**src/rtl/vga_timing_gen_if.sv**
```systemverilog
// Raster timing bundle between the VGA timing generator and its consumers.
// The generator side takes the advance enable and drives sync, video and coordinates.
interface vga_timing_gen_if;
  logic       ce;
  logic       hsync;
  logic       vsync;
  logic       video_on;
  logic [9:0] pix_x;
  logic [9:0] pix_y;
  logic       frame_tick;

  modport master (
    input  ce,
    output hsync, vsync, video_on, pix_x, pix_y, frame_tick
  );

  modport slave (
    output ce,
    input  hsync, vsync, video_on, pix_x, pix_y, frame_tick
  );
endinterface

```
**src/rtl/vga_timing_gen.sv**
```systemverilog
// Parameterised raster timing generator (default 640x480 @ 60 Hz on a 25 MHz pixel clock).
// Counters form the first stage; sync/video/coordinate outputs are registered one enabled clock later.
module vga_timing_gen #(
  parameter int   H_VISIBLE = 640,
  parameter int   H_FRONT   = 16,
  parameter int   H_SYNC    = 96,
  parameter int   H_BACK    = 48,
  parameter int   V_VISIBLE = 480,
  parameter int   V_FRONT   = 10,
  parameter int   V_SYNC    = 2,
  parameter int   V_BACK    = 33,
  parameter logic SYNC_POL  = 1'b0
) (
  input  logic             clk,
  input  logic             rst,
  vga_timing_gen_if.master vga
);

  localparam int H_TOTAL = H_VISIBLE + H_FRONT + H_SYNC + H_BACK;
  localparam int V_TOTAL = V_VISIBLE + V_FRONT + V_SYNC + V_BACK;

  // Compares run at 11 bits so a sync end of exactly 1024 stays representable.
  localparam logic [10:0] H_VIS_C  = 11'(H_VISIBLE);
  localparam logic [10:0] HS_BEG_C = 11'(H_VISIBLE + H_FRONT);
  localparam logic [10:0] HS_END_C = 11'(H_VISIBLE + H_FRONT + H_SYNC);
  localparam logic [10:0] H_LAST_C = 11'(H_TOTAL - 1);
  localparam logic [10:0] V_VIS_C  = 11'(V_VISIBLE);
  localparam logic [10:0] VS_BEG_C = 11'(V_VISIBLE + V_FRONT);
  localparam logic [10:0] VS_END_C = 11'(V_VISIBLE + V_FRONT + V_SYNC);
  localparam logic [10:0] V_LAST_C = 11'(V_TOTAL - 1);

  logic [9:0]  h_cnt_p0, v_cnt_p0;
  logic [10:0] h_ext_p0, v_ext_p0;
  logic        h_wrap_p0, v_wrap_p0;
  logic        vis_p0, hs_act_p0, vs_act_p0, origin_p0;

  logic        hsync_p1, vsync_p1, video_on_p1, frame_tick_p1;
  logic [9:0]  pix_x_p1, pix_y_p1;

  // Stage p0: raster counters and combinational decode of the current position
  assign h_ext_p0  = {1'b0, h_cnt_p0};
  assign v_ext_p0  = {1'b0, v_cnt_p0};
  // >= rather than == lets an out-of-range count recover on the next enabled edge.
  assign h_wrap_p0 = (h_ext_p0 >= H_LAST_C);
  assign v_wrap_p0 = (v_ext_p0 >= V_LAST_C);
  assign vis_p0    = (h_ext_p0 < H_VIS_C) && (v_ext_p0 < V_VIS_C);
  assign hs_act_p0 = (h_ext_p0 >= HS_BEG_C) && (h_ext_p0 < HS_END_C);
  assign vs_act_p0 = (v_ext_p0 >= VS_BEG_C) && (v_ext_p0 < VS_END_C);
  assign origin_p0 = (h_cnt_p0 == 10'd0) && (v_cnt_p0 == 10'd0);

  always_ff @(posedge clk or negedge rst) begin
    if (!rst) begin
      h_cnt_p0 <= 10'd0;
      v_cnt_p0 <= 10'd0;
    end else if (vga.ce) begin
      h_cnt_p0 <= h_wrap_p0 ? 10'd0 : h_cnt_p0 + 10'd1;
      if (h_wrap_p0) begin
        v_cnt_p0 <= v_wrap_p0 ? 10'd0 : v_cnt_p0 + 10'd1;
      end
    end
  end

  // Stage p1: registered outputs, one enabled clock behind the counters
  always_ff @(posedge clk or negedge rst) begin
    if (!rst) begin
      hsync_p1    <= ~SYNC_POL;
      vsync_p1    <= ~SYNC_POL;
      video_on_p1 <= 1'b0;
      pix_x_p1    <= 10'd0;
      pix_y_p1    <= 10'd0;
    end else if (vga.ce) begin
      hsync_p1    <= hs_act_p0 ? SYNC_POL : ~SYNC_POL;
      vsync_p1    <= vs_act_p0 ? SYNC_POL : ~SYNC_POL;
      video_on_p1 <= vis_p0;
      pix_x_p1    <= vis_p0 ? h_cnt_p0 : 10'd0;
      pix_y_p1    <= vis_p0 ? v_cnt_p0 : 10'd0;
    end
  end

  // The strobe reloads every clock so it can never stretch across a ce=0 edge.
  always_ff @(posedge clk or negedge rst) begin
    if (!rst) begin
      frame_tick_p1 <= 1'b0;
    end else begin
      frame_tick_p1 <= vga.ce && origin_p0;
    end
  end

  assign vga.hsync      = hsync_p1;
  assign vga.vsync      = vsync_p1;
  assign vga.video_on   = video_on_p1;
  assign vga.pix_x      = pix_x_p1;
  assign vga.pix_y      = pix_y_p1;
  assign vga.frame_tick = frame_tick_p1;

endmodule

```
**src/flat_wrapper.sv**
```systemverilog
// flat-port wrapper written by rule: the top's interface ports become plain ports
module vga_timing_gen_flat 
#(
  parameter int   H_VISIBLE = 640,
  parameter int   H_FRONT   = 16,
  parameter int   H_SYNC    = 96,
  parameter int   H_BACK    = 48,
  parameter int   V_VISIBLE = 480,
  parameter int   V_FRONT   = 10,
  parameter int   V_SYNC    = 2,
  parameter int   V_BACK    = 33,
  parameter logic SYNC_POL  = 1'b0
)
  (clk, rst, vga_ce, vga_hsync, vga_vsync, vga_video_on, vga_pix_x, vga_pix_y, vga_frame_tick);
  vga_timing_gen_if vga_i ();
  input  logic clk;
  input  logic rst;
  input wire logic [$bits(vga_i.ce)-1:0] vga_ce;
  output wire logic [$bits(vga_i.hsync)-1:0] vga_hsync;
  output wire logic [$bits(vga_i.vsync)-1:0] vga_vsync;
  output wire logic [$bits(vga_i.video_on)-1:0] vga_video_on;
  output wire logic [$bits(vga_i.pix_x)-1:0] vga_pix_x;
  output wire logic [$bits(vga_i.pix_y)-1:0] vga_pix_y;
  output wire logic [$bits(vga_i.frame_tick)-1:0] vga_frame_tick;
  assign vga_i.ce = vga_ce;
  assign vga_hsync = vga_i.hsync;
  assign vga_vsync = vga_i.vsync;
  assign vga_video_on = vga_i.video_on;
  assign vga_pix_x = vga_i.pix_x;
  assign vga_pix_y = vga_i.pix_y;
  assign vga_frame_tick = vga_i.frame_tick;
  vga_timing_gen #(.H_VISIBLE(H_VISIBLE), .H_FRONT(H_FRONT), .H_SYNC(H_SYNC), .H_BACK(H_BACK), .V_VISIBLE(V_VISIBLE), .V_FRONT(V_FRONT), .V_SYNC(V_SYNC), .V_BACK(V_BACK), .SYNC_POL(SYNC_POL)) u_core (.clk(clk), .rst(rst), .vga(vga_i));
endmodule
```
**config.mk**
```make
export PLATFORM = sky130hd
export DESIGN_NAME = vga_timing_gen_flat
export DESIGN_NICKNAME = d
export VERILOG_FILES = /design/src/rtl/vga_timing_gen_if.sv /design/src/rtl/vga_timing_gen.sv /design/src/flat_wrapper.sv
export SDC_FILE = /design/constraint.sdc
export NUM_CORES = 1
export LEC_CHECK = 0
export ABC_AREA = 1
export BUFFER_PORTS_ARGS = -buffer_cell sky130_fd_sc_hd__buf_2
export CAP_MARGIN = 25
export CORE_MARGIN = 4
export CORE_UTILIZATION = 35
export CTS_CLUSTER_DIAMETER = 150
export DETAILED_ROUTE_END_ITERATION = 6
export GPL_TIMING_DRIVEN = 0
export PLACE_DENSITY_LB_ADDON = 0.08
export SLEW_MARGIN = 20
export SYNTH_ARGS = -nofsm -noshare
export SYNTH_HDL_FRONTEND = slang
export SYNTH_SLANG_ARGS = --single-unit
```
**constraint.sdc**
```tcl
create_clock -name clk -period 4.25 [get_ports clk]
set_clock_uncertainty 0.05 [all_clocks]
set_input_delay 0.85 -clock clk [delete_from_list [all_inputs] [get_ports clk]]
set_output_delay 0.85 -clock clk [all_outputs]
set_load 0.01 [all_outputs]
```
# After elaboration in Yosys (flattened, before gate mapping)
# Index checks and enable logic that the tools add are counted.
# W data, S select, Z words.
dict set report op_classes {
  n_eq_ne 0
  bitwise_logic 0
  shifts 0
  div_mod_pow 0
  n_reduce_logical 8
  n_mul 0
  n_addsub 2
  n_mux 6
  order_cmp 8
}
# cell n
set ops {}
lappend ops {{$mux W10} 4}
lappend ops {{$ge A10 B10 Y1 const B} 3}
lappend ops {{$add A10 B1 Y10 const B} 2}
lappend ops {{$logic_not A10 Y1} 2}
lappend ops {{$lt A10 B10 Y1 const B} 2}
lappend ops {{$lt A10 B9 Y1 const B} 2}
lappend ops {{$ge A10 B9 Y1 const B} 1}
lappend ops {{$logic_and A1 B1 Y1} 5}
lappend ops {{$mux W1} 2}
lappend ops {{$reduce_and A2 Y1} 1}
dict set report totals {
  n_memories 0
  ram_bits 0
  output_inout_bits 24
  romBits 0
  register_bits 44
  word_cells 32
  latch_bits 0
}

# Depth between registers and ports, before layout
dict set report depth {
  ltp_word 3
  ltp_mapped 9
  mapped_depth_nobuf 9
}

# Least setup slack after synthesis
# No wires, ideal clock.
dict set report synth_path {
  path_type {input to register}
  startpoint {in vga_ce}
  endpoint {reg u_core.pix_x_p1[6] (netlist: u_core.vga.pix_x[6])}
  setup_slack_ps 2603
  stages 6
  arrival_time_ps 1514
  path_cell_list {buf_4 nand2_1 a21oi_1 nand3_1 buf_2 o21ai_0}
}
# element line_no
set synth_lines {}
lappend synth_lines {{start, declared} flat_wrapper.sv:18} ;# input wire logic [$bits(vga_i.ce)-1:0] vga_ce;
lappend synth_lines {{end signal, assigned} vga_timing_gen.sv:75} ;# pix_x_p1 <= vis_p0 ? h_cnt_p0 : 10'd0;
lappend synth_lines {{end, declared} vga_timing_gen.sv:38} ;# logic [9:0] pix_x_p1, pix_y_p1;

# Worst setup path in the final report
dict set report layout_path {
  startpoint {reg u_core.vsync_p1 (netlist: u_core.vga.vsync)}
  endpoint {out vga_vsync}
}
# element line_no
set layout_lines {}
lappend layout_lines {{start, declared} vga_timing_gen.sv:37} ;# logic hsync_p1, vsync_p1, video_on_p1, frame_tick_p1;
lappend layout_lines {{start signal, assigned} vga_timing_gen.sv:67} ;# vsync_p1 <= ~SYNC_POL;
lappend layout_lines {{start signal, assigned} vga_timing_gen.sv:73} ;# vsync_p1 <= vs_act_p0 ? SYNC_POL : ~SYNC_POL;
lappend layout_lines {{end, declared} flat_wrapper.sv:20} ;# output wire logic [$bits(vga_i.vsync)-1:0] vga_vsync;
# No word-level cell between the ends.

==> impl_metrics.env <==
export IMPL_grt_pass1_vias=1739
export IMPL_post_place_cells=369
export IMPL_synth_seq_area_share_pct=50.5
export IMPL_cts_tree="yes"
export IMPL_syn_instance_count=268
export IMPL_worstReg2RegEnd="u_core.v_cnt_p0[2]"
export IMPL_dp_hpwl_mm=3.84
export IMPL_worstPathMaxFanout=2
export IMPL_min_period_ns=1.88
export IMPL_post_cts_resized=0
export IMPL_grt_overflow_total=0
export IMPL_finalCoreUtilization_pct=42.4
export IMPL_worstSetupEndpointType="output pin"
export IMPL_cts_made_buffers=5
export IMPL_avgSynthCellArea_um2=8.15
export IMPL_htree_levels=2
export IMPL_rsz0062_at_grt="no"
export IMPL_status="completed"
export IMPL_vias=1777
export IMPL_setup_tns_ns=0
export IMPL_grt_max_degree=27
export IMPL_syn_area_um2=2180
export IMPL_min_period_over_period_pct=44.2
export IMPL_synth_fp_nets=275
export IMPL_ios=27
export IMPL_cp_buffers_inverters=1
export IMPL_worstRegToRegCells=9
export IMPL_cts_hold_fix_buffers=0
export IMPL_antenna_cells=0
export IMPL_port_buffers=25
export IMPL_worstSetupPathType="reg2out"
export IMPL_fp_dieW_um=87.0
export IMPL_ant_nets=0
export IMPL_core_um2=5990
export IMPL_layout_commonest_cell="nand2_1"
export IMPL_powerDensity_nw_per_um2=469
export IMPL_required_ns=3.35
export IMPL_drt_total_wl_mm=5.20
export IMPL_stdcell_count=377
export IMPL_worstMarginPinSlew_ns=0.486
export IMPL_fin_nets=308
export IMPL_drcViolationCount=0
export IMPL_r2r_start="u_core.h_cnt_p0[0]"
export IMPL_hold_path_depth=2
export IMPL_setup_viol=0
export IMPL_path_delay_family="flip-flops"
export IMPL_dieArea_um2=7570
export IMPL_ys_types=26
export IMPL_whs_endpoint="u_core.vga.video_on"
export IMPL_finalHoldViolCount=0
export IMPL_worstSkewPairLatency_ns=0.30
export IMPL_grt_first_pass_wirelength_mm=8.89
export IMPL_hold_class="reg2reg"
export IMPL_cts_clk_slew_worst_paths_ns=0.10
export IMPL_antenna_found_initial=0
export IMPL_min_from="u_core.vga.video_on"
export IMPL_irDropWorstVdd_mv=0.173
export IMPL_drv_cap=0
export IMPL_cts_buffer_depth=2
export IMPL_leakage_nw=1.32
export IMPL_synthToLayoutAreaGrowth_pct=16.2
export IMPL_wl_per_cell_um=13.8
export IMPL_drt_iter0_markers=116
export IMPL_ys_seq_elements=44
export IMPL_cts_sinks=44
export IMPL_start_kind="register"
export IMPL_fmax_ghz=0.533
export IMPL_post_cts_buffers=0
export IMPL_ctsRootBufferMaster="clkbuf_8"
export IMPL_grt_total_usage_pct=15.0
export IMPL_final_cell_mix="nand2_1, dfrtp_1, inv_1"
export IMPL_cp_slowest_stage_delay_ns=0.55
export IMPL_viasPerCell=4.71
export IMPL_path_cells="buf_2"
export IMPL_drive_above_1_share_pct=19.2
export IMPL_cpMaxStageDelayCell="dfstp_2"
export IMPL_die_h_um=87.0
export IMPL_finalMaxSlewViolations=0
export IMPL_yosys_warnings=0
export IMPL_gp_congestion=0.795
export IMPL_rows=28
export IMPL_slew_headroom_pct=67.6
export IMPL_drt_pass1_iterations=4
export IMPL_start_util_pct=36.4
export IMPL_worstPathArrival_ns=0.98
export IMPL_r2r_slack_ns=2.70
-- worst max path at each step --
stage          slack, ns                   to  depth (start not counted)        startpoint
4_1_cts             2.37            vga_vsync                          1  u_core.vga.vsync
6_report            2.37            vga_vsync                          1  u_core.vga.vsync
2_1_floorplan       2.60  u_core.vga.pix_x[6]                          6            vga_ce
3_3_place_gp        2.40  u_core.vga.pix_y[5]                          5            vga_ce
5_1_grt             2.34            vga_vsync                          1  u_core.vga.vsync
3_5_place_dp        2.40  u_core.vga.pix_y[4]                          5            vga_ce
-- final cells by class --
class | instances | area (um^2)
fill | 629 | 3450
clock buffer | 5 | 68.8
tap | 75 | 93.8
clock inverter | 3 | 46.3
buffer | 9 | 63.8
sequential | 44 | 1100
inverter | 40 | 150
timing repair buffer | 26 | 145
multi-input combinational | 175 | 866
-- where the power goes --
group          internal [mW]  switching [mW]  leakage (nW)  total (mW)
logic                  0.107           0.202         0.685       0.309
registers              0.477          0.0631         0.584       0.540
clock network          0.177           0.163        0.0548       0.341
-- synth_stat cells (all sizes together) --
master,n,area share (%)
nand2,74,13
nor3,2,0.46
nor2,18,3.6
inv,40,6.9
clkbuf,2,0.34
o21ai,35,9.2
nand4,8,2.3
buf,7,2.6
o211ai,1,0.57
nor4,1,0.29
ha,4,2.3
dfrtp,42,48
o22ai,1,0.29
nand3,25,6.3
or2,1,0.29
a21oi,5,1.1
dfstp,2,2.4
-- state kept, by name (all words and copies together), names as in the netlist --
register,cells
u_core.h_cnt_p0,10
u_core.v_cnt_p0,10
u_core.vga.frame_tick,1
u_core.vga.hsync,1
u_core.vga.pix_x,10
u_core.vga.pix_y,10
u_core.vga.video_on,1
u_core.vga.vsync,1
-- routing by layer --
| layer | track usage, % | share of wire [%] | wire length [um] |
|---|---|---|---|
| met5 | 0 | 0 | 0 |
| met4 | 3.82 | 0.56 | 29 |
| met3 | 3.50 | 4.6 | 238 |
| met2 | 20.7 | 39 | 2040 |
| met1 | 23.1 | 56 | 2880 |
-- worst reg2reg max path: stages, from the launching register on --
cell     delay, ns
dfrtp_1       0.41
ha_1          0.22
nand2_2       0.10
nor2_4        0.14
inv_2         0.04
nand2_2       0.07
nand3_4       0.10
buf_6         0.17
nand2_1       0.08
o21ai_2       0.05
-- logic make-up (layout without fill, tap and decap cells) --
kind of cell / count (synthesis) / in the layout / synth area share [%]
AND/OR/NAND/NOR: 129 / 129 / 26.1
buffers and inverters: 49 / 83 / 9.80
flip-flops: 44 / 44 / 50.5
AO/OA/AOI/OAI: 42 / 42 / 11.2
adder cells (fa/ha/maj): 4 / 4 / 2.29
-- through the flow --
stage | setup WS, ns | hold slack (ns) | area (um^2) | total power [mW]
after global routing | 2.34 | 0.451 | 2540 | 1.27
final | 2.37 | 0.428 | 2540 | 1.19
after CTS | 2.37 | 0.435 | 2540 | 1.20
after global placement | 2.40 | 0.411 | 2400 | 0.854
after detailed placement | 2.40 | 0.411 | 2420 | 0.860
after floorplan | 2.60 | 0.436 | 2180 | 0.764
Power figures use the tool's default switching activity.
